==> config.mk <==
export PLATFORM = sky130hd
export DESIGN_NAME = fifo_ctrl_8x16_flat
export DESIGN_NICKNAME = d
export VERILOG_FILES = /design/src/rtl/fifo_pkg.sv /design/src/rtl/fifo_ctrl_8x16_if.sv /design/src/rtl/fifo_ptr.sv /design/src/rtl/fifo_ctrl_8x16.sv /design/src/flat_wrapper.sv
export SDC_FILE = /design/constraint.sdc
export NUM_CORES = 1
export LEC_CHECK = 0
export CAP_MARGIN = 40
export CELL_PAD_IN_SITES_DETAIL_PLACEMENT = 2
export CELL_PAD_IN_SITES_GLOBAL_PLACEMENT = 2
export CORE_MARGIN = 5
export CORE_UTILIZATION = 15
export DETAILED_ROUTE_END_ITERATION = 8
export GPL_TIMING_DRIVEN = 0
export PLACE_DENSITY = 0.89
export RECOVER_POWER = 100
export SLEW_MARGIN = 20
export SYNTH_ARGS = -nofsm -noshare
export SYNTH_HDL_FRONTEND = slang
export SYNTH_HIERARCHICAL = 1
export SYNTH_SLANG_ARGS = --single-unit
==> constraint.sdc <==
create_clock -name clk -period 2.83 [get_ports clk]
set_clock_uncertainty 0.2 [all_clocks]
set_input_delay 0.566 -clock clk [delete_from_list [all_inputs] [get_ports clk]]
set_output_delay 0.566 -clock clk [all_outputs]
set_load 0.03 [all_outputs]
==> src/rtl/fifo_pkg.sv <==
// Shared defaults and status-state encoding for the 8x16 FIFO controller.
package fifo_pkg;

  localparam int FIFO_WIDTH    = 16;
  localparam int FIFO_DEPTH    = 8;
  localparam int FIFO_ADDR_BUS = 3;
  localparam int FIFO_AF_LEVEL = 6;
  localparam int FIFO_AE_LEVEL = 2;

  typedef enum logic [1:0] {
    ST_EMPTY   = 2'd0,
    ST_PARTIAL = 2'd1,
    ST_FULL    = 2'd2
  } fifo_state_e;

endpackage

==> src/rtl/fifo_ctrl_8x16_if.sv <==
// Producer/consumer handshake, status and RAM-side bus of the FIFO controller.
interface fifo_ctrl_8x16_if
  import fifo_pkg::*;
#(
  parameter int WIDTH    = FIFO_WIDTH,
  parameter int ADDR_BUS = FIFO_ADDR_BUS
);

  logic                push;
  logic [WIDTH-1:0]    wr_data;
  logic                pop;
  logic                flush;
  logic                full;
  logic                empty;
  logic                almost_full;
  logic                almost_empty;
  logic [ADDR_BUS:0]   count;
  logic                overflow;
  logic                underflow;
  logic [WIDTH-1:0]    rd_data;
  logic                rd_valid;
  logic                ram_we;
  logic                ram_re;
  logic [ADDR_BUS-1:0] ram_wr_addr;
  logic [ADDR_BUS-1:0] ram_rd_addr;
  logic [WIDTH-1:0]    ram_din;
  logic [WIDTH-1:0]    ram_dout;

  modport slave (
    input  push, wr_data, pop, flush, ram_dout,
    output full, empty, almost_full, almost_empty, count, overflow, underflow,
           rd_data, rd_valid, ram_we, ram_re, ram_wr_addr, ram_rd_addr, ram_din
  );

  modport master (
    output push, wr_data, pop, flush, ram_dout,
    input  full, empty, almost_full, almost_empty, count, overflow, underflow,
           rd_data, rd_valid, ram_we, ram_re, ram_wr_addr, ram_rd_addr, ram_din
  );

endinterface

==> src/rtl/fifo_ptr.sv <==
// Wrap-bit pointer: ADDR_BUS+1-bit incrementer with enable and synchronous clear.
module fifo_ptr #(
  parameter int ADDR_BUS = 3
) (
  input  logic              clk,
  input  logic              rst,
  input  logic              clr,
  input  logic              en,
  output logic [ADDR_BUS:0] ptr
);

  localparam int PW = ADDR_BUS + 1;

  logic [ADDR_BUS:0] ptr_d;
  logic [ADDR_BUS:0] ptr_q;

  // Clear wins over advance; the increment wraps naturally through the MSB.
  always_comb begin
    ptr_d = ptr_q;
    if (clr) begin
      ptr_d = '0;
    end else if (en) begin
      ptr_d = ptr_q + PW'(1);
    end else begin
      ptr_d = ptr_q;
    end
  end

  always_ff @(posedge clk) begin
    if (rst) begin
      ptr_q <= '0;
    end else begin
      ptr_q <= ptr_d;
    end
  end

  assign ptr = ptr_q;

endmodule

==> src/rtl/fifo_ctrl_8x16.sv <==
// Pointer/flag controller that turns an 8x16 dual-port RAM into a synchronous FIFO.
module fifo_ctrl_8x16
  import fifo_pkg::*;
#(
  parameter int WIDTH    = FIFO_WIDTH,
  parameter int DEPTH    = FIFO_DEPTH,
  parameter int ADDR_BUS = FIFO_ADDR_BUS,
  parameter int AF_LEVEL = FIFO_AF_LEVEL,
  parameter int AE_LEVEL = FIFO_AE_LEVEL
) (
  input logic             clk,
  input logic             rst,
  fifo_ctrl_8x16_if.slave bus
);

  localparam int PW = ADDR_BUS + 1;
  localparam logic [ADDR_BUS:0] CNT_ONE  = PW'(1);
  localparam logic [ADDR_BUS:0] CNT_LAST = PW'(DEPTH - 1);
  localparam logic [ADDR_BUS:0] AF_C     = PW'(AF_LEVEL);
  localparam logic [ADDR_BUS:0] AE_C     = PW'(AE_LEVEL);

  logic [ADDR_BUS:0] wr_ptr_s;
  logic [ADDR_BUS:0] rd_ptr_s;
  logic [ADDR_BUS:0] count_s;
  logic              full_s;
  logic              empty_s;
  logic              push_ok_s;
  logic              pop_ok_s;
  logic [WIDTH-1:0]  din_s;
  logic [WIDTH-1:0]  dout_s;

  fifo_state_e state_d;
  fifo_state_e state_q;
  logic        overflow_d;
  logic        overflow_q;
  logic        underflow_d;
  logic        underflow_q;
  logic        rd_valid_d;
  logic        rd_valid_q;

  // full/empty come from the state register, which tracks count exactly.
  assign full_s    = (state_q == ST_FULL);
  assign empty_s   = (state_q == ST_EMPTY);
  assign push_ok_s = bus.push & ~full_s & ~bus.flush;
  assign pop_ok_s  = bus.pop & ~empty_s & ~bus.flush;
  assign count_s   = wr_ptr_s - rd_ptr_s;

  fifo_ptr #(.ADDR_BUS(ADDR_BUS)) u_wr_ptr (
    .clk (clk),
    .rst (rst),
    .clr (bus.flush),
    .en  (push_ok_s),
    .ptr (wr_ptr_s)
  );

  fifo_ptr #(.ADDR_BUS(ADDR_BUS)) u_rd_ptr (
    .clk (clk),
    .rst (rst),
    .clr (bus.flush),
    .en  (pop_ok_s),
    .ptr (rd_ptr_s)
  );

  // Status FSM next state plus sticky error and read-valid bookkeeping.
  always_comb begin
    state_d     = state_q;
    overflow_d  = overflow_q | (bus.push & full_s);
    underflow_d = underflow_q | (bus.pop & empty_s);
    rd_valid_d  = pop_ok_s;
    if (bus.flush) begin
      state_d = ST_EMPTY;
    end else begin
      case (state_q)
        ST_EMPTY: begin
          if (push_ok_s) begin
            state_d = ST_PARTIAL;
          end else begin
            state_d = ST_EMPTY;
          end
        end
        ST_PARTIAL: begin
          if (push_ok_s && !pop_ok_s && (count_s == CNT_LAST)) begin
            state_d = ST_FULL;
          end else if (pop_ok_s && !push_ok_s && (count_s == CNT_ONE)) begin
            state_d = ST_EMPTY;
          end else begin
            state_d = ST_PARTIAL;
          end
        end
        ST_FULL: begin
          if (pop_ok_s) begin
            state_d = ST_PARTIAL;
          end else begin
            state_d = ST_FULL;
          end
        end
        default: state_d = ST_EMPTY;
      endcase
    end
  end

  always_ff @(posedge clk) begin
    if (rst) begin
      state_q     <= ST_EMPTY;
      overflow_q  <= 1'b0;
      underflow_q <= 1'b0;
      rd_valid_q  <= 1'b0;
    end else begin
      state_q     <= state_d;
      overflow_q  <= overflow_d;
      underflow_q <= underflow_d;
      rd_valid_q  <= rd_valid_d;
    end
  end

  assign din_s  = bus.wr_data;
  assign dout_s = bus.ram_dout;

  assign bus.ram_we       = push_ok_s;
  assign bus.ram_re       = pop_ok_s;
  assign bus.ram_wr_addr  = wr_ptr_s[ADDR_BUS-1:0];
  assign bus.ram_rd_addr  = rd_ptr_s[ADDR_BUS-1:0];
  assign bus.ram_din      = din_s;
  assign bus.rd_data      = dout_s;
  assign bus.rd_valid     = rd_valid_q;
  assign bus.full         = full_s;
  assign bus.empty        = empty_s;
  assign bus.almost_full  = (count_s >= AF_C);
  assign bus.almost_empty = (count_s <= AE_C);
  assign bus.count        = count_s;
  assign bus.overflow     = overflow_q;
  assign bus.underflow    = underflow_q;

endmodule

==> src/flat_wrapper.sv <==
// flat-port wrapper written by rule: the top's interface ports become plain ports
module fifo_ctrl_8x16_flat import fifo_pkg::*;
#(
  parameter int WIDTH    = FIFO_WIDTH,
  parameter int DEPTH    = FIFO_DEPTH,
  parameter int ADDR_BUS = FIFO_ADDR_BUS,
  parameter int AF_LEVEL = FIFO_AF_LEVEL,
  parameter int AE_LEVEL = FIFO_AE_LEVEL
)
  (clk, rst, bus_push, bus_wr_data, bus_pop, bus_flush, bus_ram_dout, bus_full, bus_empty, bus_almost_full, bus_almost_empty, bus_count, bus_overflow, bus_underflow, bus_rd_data, bus_rd_valid, bus_ram_we, bus_ram_re, bus_ram_wr_addr, bus_ram_rd_addr, bus_ram_din);
  fifo_ctrl_8x16_if #(.WIDTH(WIDTH), .ADDR_BUS(ADDR_BUS)) bus_i ();
  input logic clk;
  input logic rst;
  input wire logic [$bits(bus_i.push)-1:0] bus_push;
  input wire logic [$bits(bus_i.wr_data)-1:0] bus_wr_data;
  input wire logic [$bits(bus_i.pop)-1:0] bus_pop;
  input wire logic [$bits(bus_i.flush)-1:0] bus_flush;
  input wire logic [$bits(bus_i.ram_dout)-1:0] bus_ram_dout;
  output wire logic [$bits(bus_i.full)-1:0] bus_full;
  output wire logic [$bits(bus_i.empty)-1:0] bus_empty;
  output wire logic [$bits(bus_i.almost_full)-1:0] bus_almost_full;
  output wire logic [$bits(bus_i.almost_empty)-1:0] bus_almost_empty;
  output wire logic [$bits(bus_i.count)-1:0] bus_count;
  output wire logic [$bits(bus_i.overflow)-1:0] bus_overflow;
  output wire logic [$bits(bus_i.underflow)-1:0] bus_underflow;
  output wire logic [$bits(bus_i.rd_data)-1:0] bus_rd_data;
  output wire logic [$bits(bus_i.rd_valid)-1:0] bus_rd_valid;
  output wire logic [$bits(bus_i.ram_we)-1:0] bus_ram_we;
  output wire logic [$bits(bus_i.ram_re)-1:0] bus_ram_re;
  output wire logic [$bits(bus_i.ram_wr_addr)-1:0] bus_ram_wr_addr;
  output wire logic [$bits(bus_i.ram_rd_addr)-1:0] bus_ram_rd_addr;
  output wire logic [$bits(bus_i.ram_din)-1:0] bus_ram_din;
  assign bus_i.push = bus_push;
  assign bus_i.wr_data = bus_wr_data;
  assign bus_i.pop = bus_pop;
  assign bus_i.flush = bus_flush;
  assign bus_i.ram_dout = bus_ram_dout;
  assign bus_full = bus_i.full;
  assign bus_empty = bus_i.empty;
  assign bus_almost_full = bus_i.almost_full;
  assign bus_almost_empty = bus_i.almost_empty;
  assign bus_count = bus_i.count;
  assign bus_overflow = bus_i.overflow;
  assign bus_underflow = bus_i.underflow;
  assign bus_rd_data = bus_i.rd_data;
  assign bus_rd_valid = bus_i.rd_valid;
  assign bus_ram_we = bus_i.ram_we;
  assign bus_ram_re = bus_i.ram_re;
  assign bus_ram_wr_addr = bus_i.ram_wr_addr;
  assign bus_ram_rd_addr = bus_i.ram_rd_addr;
  assign bus_ram_din = bus_i.ram_din;
  fifo_ctrl_8x16 #(.WIDTH(WIDTH), .DEPTH(DEPTH), .ADDR_BUS(ADDR_BUS), .AF_LEVEL(AF_LEVEL), .AE_LEVEL(AE_LEVEL)) u_core (.clk(clk), .rst(rst), .bus(bus_i));
endmodule
==> results.tsv, run 1 <==
stage	metric	value	unit
floorplan	die_y	90.51	µm
logic_synthesis	synth_cell_type_count	28	
power_and_ir_drop	power.total	0.0005325	W
setup_path	start_kind	flip-flop	
logic_synthesis	synth_seq_cells	13	
global_route	grt_pass1_vias	1051	
logic_synthesis	yosysTopAreaCell	dfxtp_1	
sta	period_needed	2.716	ns
setup_path	end_kind	primary output	
logic_synthesis	yosysSeqAreaShare	0.2677	
place	dp_hpwl	2633	µm
routing	vias	987	
sta	worst_pin_slew	0.5205	ns
sta	period_share	0.9599	
routing	drt-initial-drc-count	43	
sta	fmax	368.1	MHz
place	dp.cells	241	
setup_path	reg2reg_slack	0.33	ns
logic_synthesis	yosys.area.top_type_share	0.2677	
setup_path	critPathSlowestCell	dfxtp_4	
setup_path	critical_path_class	flip-flop to primary output	
floorplan	die_area	8191	µm²
power_and_ir_drop	powerDensity	312.2	nW/µm²
global_route	grt_overflow	0	
sta	drv_slew	0	
logic_synthesis	synthTopCellsByArea	dfxtp_1 27%, buf_4 25%, ha_1 6.4%	
routing	postRouteWirelength	3130	µm
global_route	grt_use_total	0.07778	
final_layout	finalInstanceArea	1705	µm²
setup_path	cp_slowest_stage_delay	0.36	ns
global_route	grt_max_degree	14	
place	numPortBuffers	55	
final_layout	syn_to_final_growth	75.42	%
logic_synthesis	syn_area	972.2	µm²
setup_path	rr_startpoint	u_core/u_wr_ptr/ptr[0]	
clock_tree	clkTransAtPathRegs	0.06	ns
setup_path	crit_fanout	5	
global_route	grt_pass1_wl	5202	µm
worst_hold_path	hold_depth	2	
clock_tree	htree_levels	1	
final_layout	fin_nets	213	
floorplan	rows	29	
logic_synthesis	synthFlopType	dfxtp_1	
clock_tree	cts_tree	yes	
sta	maxSlewHeadroom	0.6530	
run	max-cap-violations	0	
clock_tree	cts.sinks	13	
worst_hold_path	hp-class	flip-flop to flip-flop	
place	dpl_cell_area	1644	µm²
logic_synthesis	synth_cells	109	
floorplan	boundaryPins	88	
logic_synthesis	synthTopCellsByCount	32 x buf_4, 13 x dfxtp_1, 8 x nor2_1	
logic_synthesis	yosysMostFrequentCell	buf_4	
logic_synthesis	ys_async_sr_fraction	0	
logic_synthesis	synth_warnings	6	
floorplan	start_util	0.1540	
sta	hold_viol_final	0	
setup_path	cp.arrival	1.95	ns
global_route	antenna_found_initial	0	
sta	setup_viol	0	
sta	rsz0062_at_grt	false	
place	place_congestion	0.7116	
setup_path	crit_chain	inv_2, ha_4, nor2b_1, a221oi_2, xnor2_2, a211oi_4, buf_6	
routing	drt_pre_antenna_iters	4	
final_layout	n_antenna_cell	0	
setup_path	regToRegEndpoint	u_core/state_q[0]	
logic_synthesis	syn_nets	152	
power_and_ir_drop	ir_drop	0.0001168	V
logic_synthesis	synth-edff-count	0	
clock_tree	clk_latency	0.25	ns
worst_hold_path	hold_end	u_core/bus.underflow	
clock_tree	cts-buffers-inserted	3	
setup_path	ff2ff_path_depth	8	
floorplan	coreArea	6314	µm²
routing	drc	0	
routing	routedWlPerCell	12.72	µm
clock_tree	clk_path_buf_depth	2	
setup_path	required	2.06	ns
floorplan	fp.dieW	90.51	µm
power_and_ir_drop	p_leak	0.7354	nW
routing	ant_nets	0	
sta	final.setup.tns	0	ns
run_status	status	finished, final reports clean	
final_layout	final_cells	246	
routing	post_drt_via_cell_ratio	4.012	
clock_tree	cts-root-buf	clkbuf_8	
logic_synthesis	synth_area_per_cell	8.919	µm²
final_layout	fin_util	0.2701	
final_layout	layout-drive-gt1-share	0.3195	
worst_hold_path	worstHoldStart	u_core/bus.underflow	
-- layout make-up --
class	count	area [µm²]
Timing Repair Buffer	56	534.3
Clock buffer	3	41.29
Inverter	7	26.28
Multi-Input combinational cell	57	491.7
Fill cell	710	4608
Sequential cell	13	270.3
Tap cell	77	96.34
Clock inverter	1	5.005
Buffer	32	240.2
-- critical path: cells and delay by family, from the launching register on --
kind	cells	cell delay, ns
compound gates	2	0.58
xor+xnor	1	0.18
fa+ha+maj	1	0.22
buf+inv	2	0.21
flops	1	0.36
simple gates	1	0.14
-- sequential cells by signal (all words and copies together), names as in the netlist --
register              cells
u_core/state_q            2
u_core/bus.overflow       1
u_core/u_rd_ptr/ptr       4
u_core/u_wr_ptr/ptr       4
u_core/bus.rd_valid       1
u_core/bus.underflow      1
-- cells in the final DEF, fill, tap and decap left out, types with 3 or more instances in the layout --
master / n
dlygate4sd3_1: 46
buf_4: 32
dfxtp_1: 9
nor2_1: 7
inv_1: 5
a21oi_1: 4
ha_1: 4
clkbuf_8: 3
dlygate4sd2_1: 3
clkbuf_1: 3
xnor2_1: 3
nor3_1: 3
nand4_1: 3
mux2i_1: 3
-- through the flow --
step           worst slack (ns)  hold WS (ns)
3_3_place_gp            -0.5373        0.2502
5_1_grt                 0.01112        0.3019
6_report                 0.1136        0.2598
4_1_cts                0.007133        0.2780
3_5_place_dp            -0.5818        0.2645
2_1_floorplan           0.02710        0.3091
-- per-layer routing --
metal	wire (µm)	share of wire	track usage	up-vias
met5	0	0	0	-
met4	38	0.012	0.02978	0
met3	385	0.12	0.03333	3
met2	1516	0.48	0.1308	61
met1	1189	0.38	0.08613	466
li1	-	-	-	457
-- power breakdown --
group / total (W) / switching (W) / internal [W] / leakage [nW]
combinational: 0.000173 / 0.0000958 / 0.0000776 / 0.602
clock: 0.000172 / 0.0000742 / 0.0000976 / 0.0255
sequential: 0.000187 / 0.00000278 / 0.000185 / 0.108
-- worst max-delay path by stage --
stage                                      start                to  slack (ns)  depth (start not counted)
after global placement                 bus_flush        bus_ram_we       -0.54                          3
final                     u_core/u_rd_ptr/ptr[2]  bus_almost_empty        0.11                          7
after global routing      u_core/u_rd_ptr/ptr[2]  bus_almost_empty        0.01                          7
after floorplan           u_core/u_rd_ptr/ptr[2]  bus_almost_empty        0.03                          6
after detailed placement               bus_flush        bus_ram_we       -0.58                          3
after CTS                 u_core/u_wr_ptr/ptr[0]      bus_count[1]       0.007                          5
-- kinds of logic after synthesis --
kind of cell,share of synthesized area
buffers and inverters,0.2741
multiplexers,0.05405
flip-flops,0.2677
AO/OA/AOI/OAI,0.1120
XOR/XNOR,0.04504
AND/OR/NAND/NOR,0.1622
adder cells (fa/ha/maj),0.08494
-- repair_timing --
item,in CTS,in global routing
setup endpoints to repair,7,6
setup buffers,1,0
gates cloned,0,0
hold buffers,0,0
pin swaps,3,0
resized for setup,27,8
Note: power is estimated with default switching activity, not from simulation.
==> run 2, diff against run 1 <==
Settings changed: CORE_UTILIZATION 15 to 30, DONT_BUFFER_PORTS set to 1, PLACE_DENSITY 0.89 to 0.86.
==> results.tsv, run 2 (synthesis gave the netlist of run 1 again) <==
stage	metric	value	unit
routing	vias	793	
routing	drc	0	
final_layout	final_cell_mix	33 x clkbuf_1, 8 x nor2_1, 7 x dfxtp_1	
sta	final.setup.worst_slack	-0.1637	ns
clock_tree	cts-root-buf	clkbuf_4	
setup_path	ff2ff_path_depth	7	
power_and_ir_drop	ir_drop	0.0001437	V
power_and_ir_drop	pwr-share-comb	0.247	
final_layout	nFillCells	363	
power_and_ir_drop	switching_share	0.3670	
power_and_ir_drop	powerDensity	384.7	nW/µm²
final_layout	final_common_cell	clkbuf_1	
power_and_ir_drop	seqPwrFrac	0.466	
clock_tree	cts_tree	yes	
worst_hold_path	hp-class	input port to flip-flop	
setup_path	cp_slowest_stage_delay	0.53	ns
final_layout	final_cells	160	
floorplan	start_util	0.3159	
floorplan	rows	20	
place	dp.cells	155	
floorplan	die_y	66.93	µm
setup_path	cp.arrival	2.23	ns
clock_tree	clkTransAtPathRegs	0.08	ns
setup_path	cp_num_cells	5	
run	max-cap-violations	0	
sta	hold_viol_final	0	
place	place_congestion	0.7623	
sta	maxSlewHeadroom	0.4522	
setup_path	end_kind	primary output	
routing	drt-initial-drc-count	8	
setup_path	crit_fanout	5	
setup_path	start_kind	flip-flop	
global_route	grt_max_degree	14	
setup_path	cp_top_family	adder cells	
clock_tree	holdBufCountCts	0	
clock_tree	cts-buffers-inserted	3	
setup_path	required	2.06	ns
setup_path	crit_path_end	bus_almost_empty	
sta	worst_pin_slew	0.8200	ns
power_and_ir_drop	p_leak	0.3588	nW
global_route	antenna_found_initial	0	
floorplan	fp.dieW	66.93	µm
setup_path	reg2reg_slack	0.12	ns
setup_path	rr_startpoint	u_core/u_wr_ptr/ptr[0]	
place	numPortBuffers	0	
setup_path	crit_chain	inv_4, ha_4, fa_1, clkinvlp_4, a211oi_4	
routing	ant_nets	0	
final_layout	layout-drive-gt1-share	0.2500	
power_and_ir_drop	clock_power_share	0.287	
routing	drt_pre_antenna_iters	4	
routing	postRouteWirelength	2968	µm
floorplan	coreArea	3078	µm²
sta	rsz0062_at_grt	true	
sta	fmax	334.0	MHz
setup_path	critical_path_class	flip-flop to primary output	
sta	period_share	1.058	
routing	routedWlPerCell	18.55	µm
global_route	grt_overflow	0	
clock_tree	clk_path_buf_depth	2	
final_layout	fin_nets	160	
routing	post_drt_via_cell_ratio	4.956	
sta	period_needed	2.994	ns
sta	hold_slack	0.1428	ns
run_status	status	finished with violations	
setup_path	critPathSlowestCell	fa_1	
place	pre_cts_ws	-0.1601	ns
power_and_ir_drop	power.internal	0.0002586	W
place	dp_hpwl	2360	µm
setup_path	regToRegEndpoint	u_core/state_q[0]	
worst_hold_path	worstHoldStart	rst	
floorplan	die_area	4479	µm²
power_and_ir_drop	power.total	0.0004086	W
setup_path	crit_buf_inv	2	
clock_tree	htree_levels	1	
floorplan	boundaryPins	88	
global_route	grt_use_total	0.1312	
final_layout	n_antenna_cell	0	
final_layout	syn_to_final_growth	9.267	%
setup_path	critPathLaunch	u_core/u_wr_ptr/ptr[0]	
clock_tree	cts.sinks	13	
power_and_ir_drop	switchingPower	0.0001500	W
global_route	grt_pass1_wl	4312	µm
clock_tree	clk_latency	0.28	ns
global_route	grt_pass1_vias	854	
run_status	violations	negative setup slack	
sta	drv_slew	0	
sta	setup_viol	2	
run 2: timing repair:
action | in CTS | in global routing
endpoints found under the hold margin | 0 | 0
pin swaps | 3 | 3
buffers inserted | 0 | 1
resized for setup | 12 | 11
setup endpoints to repair | 7 | 3
run 2: cell type report:
class                      count  area (µm²)  share of cell area
multi-input combinational     57       528.0              0.4971
sequential                    13       277.8              0.2615
buffer                        32       120.1              0.1131
tap                           44       55.05             0.05183
inverter                       7       32.53             0.03062
clock buffer                   4       26.28             0.02473
timing repair buffer           3       22.52             0.02120
run 2: per-stage QoR:
stage	area (µm²)	setup TNS, ns	utilization
4_1_cts	1132	-0.2701	0.3679
3_5_place_dp	1067	-0.5526	0.3467
3_3_place_gp	1052	-0.1927	0.3419
6_report	1062	-0.1820	0.3451
2_1_floorplan	997.2	0	-
5_1_grt	1062	-0.4085	0.3451
run 2: how the worst min path moves through the flow:
stage	end	slack [ns]	cells after the start
floorplan	u_core/state_q[0]	0.31	2
global placement	u_core/state_q[0]	0.34	2
detailed placement	u_core/state_q[0]	0.37	2
CTS	u_core/state_q[1]	0.13	1
global route	u_core/state_q[1]	0.12	1
finish	u_core/bus.overflow	0.14	1
run 2: power groups by stage:
stage	Clock [W]	Sequential (W)	Combinational, W
finish	0.000117	0.000190	0.000101
global route	0.000138	0.000191	0.000106
CTS	0.000126	0.000191	0.000120
detailed placement	0	0.000198	0.000119
global placement	0	0.000198	0.000116
floorplan	0	0.000197	0.000109
run 2: routing by layer:
layer / wire length, µm / part of all wire / track usage
met5: 0 / 0 / 0
met4: 26 / 0.0088 / 0.05316
met3: 459 / 0.15 / 0.04553
met2: 1512 / 0.51 / 0.2500
met1: 970 / 0.33 / 0.1261
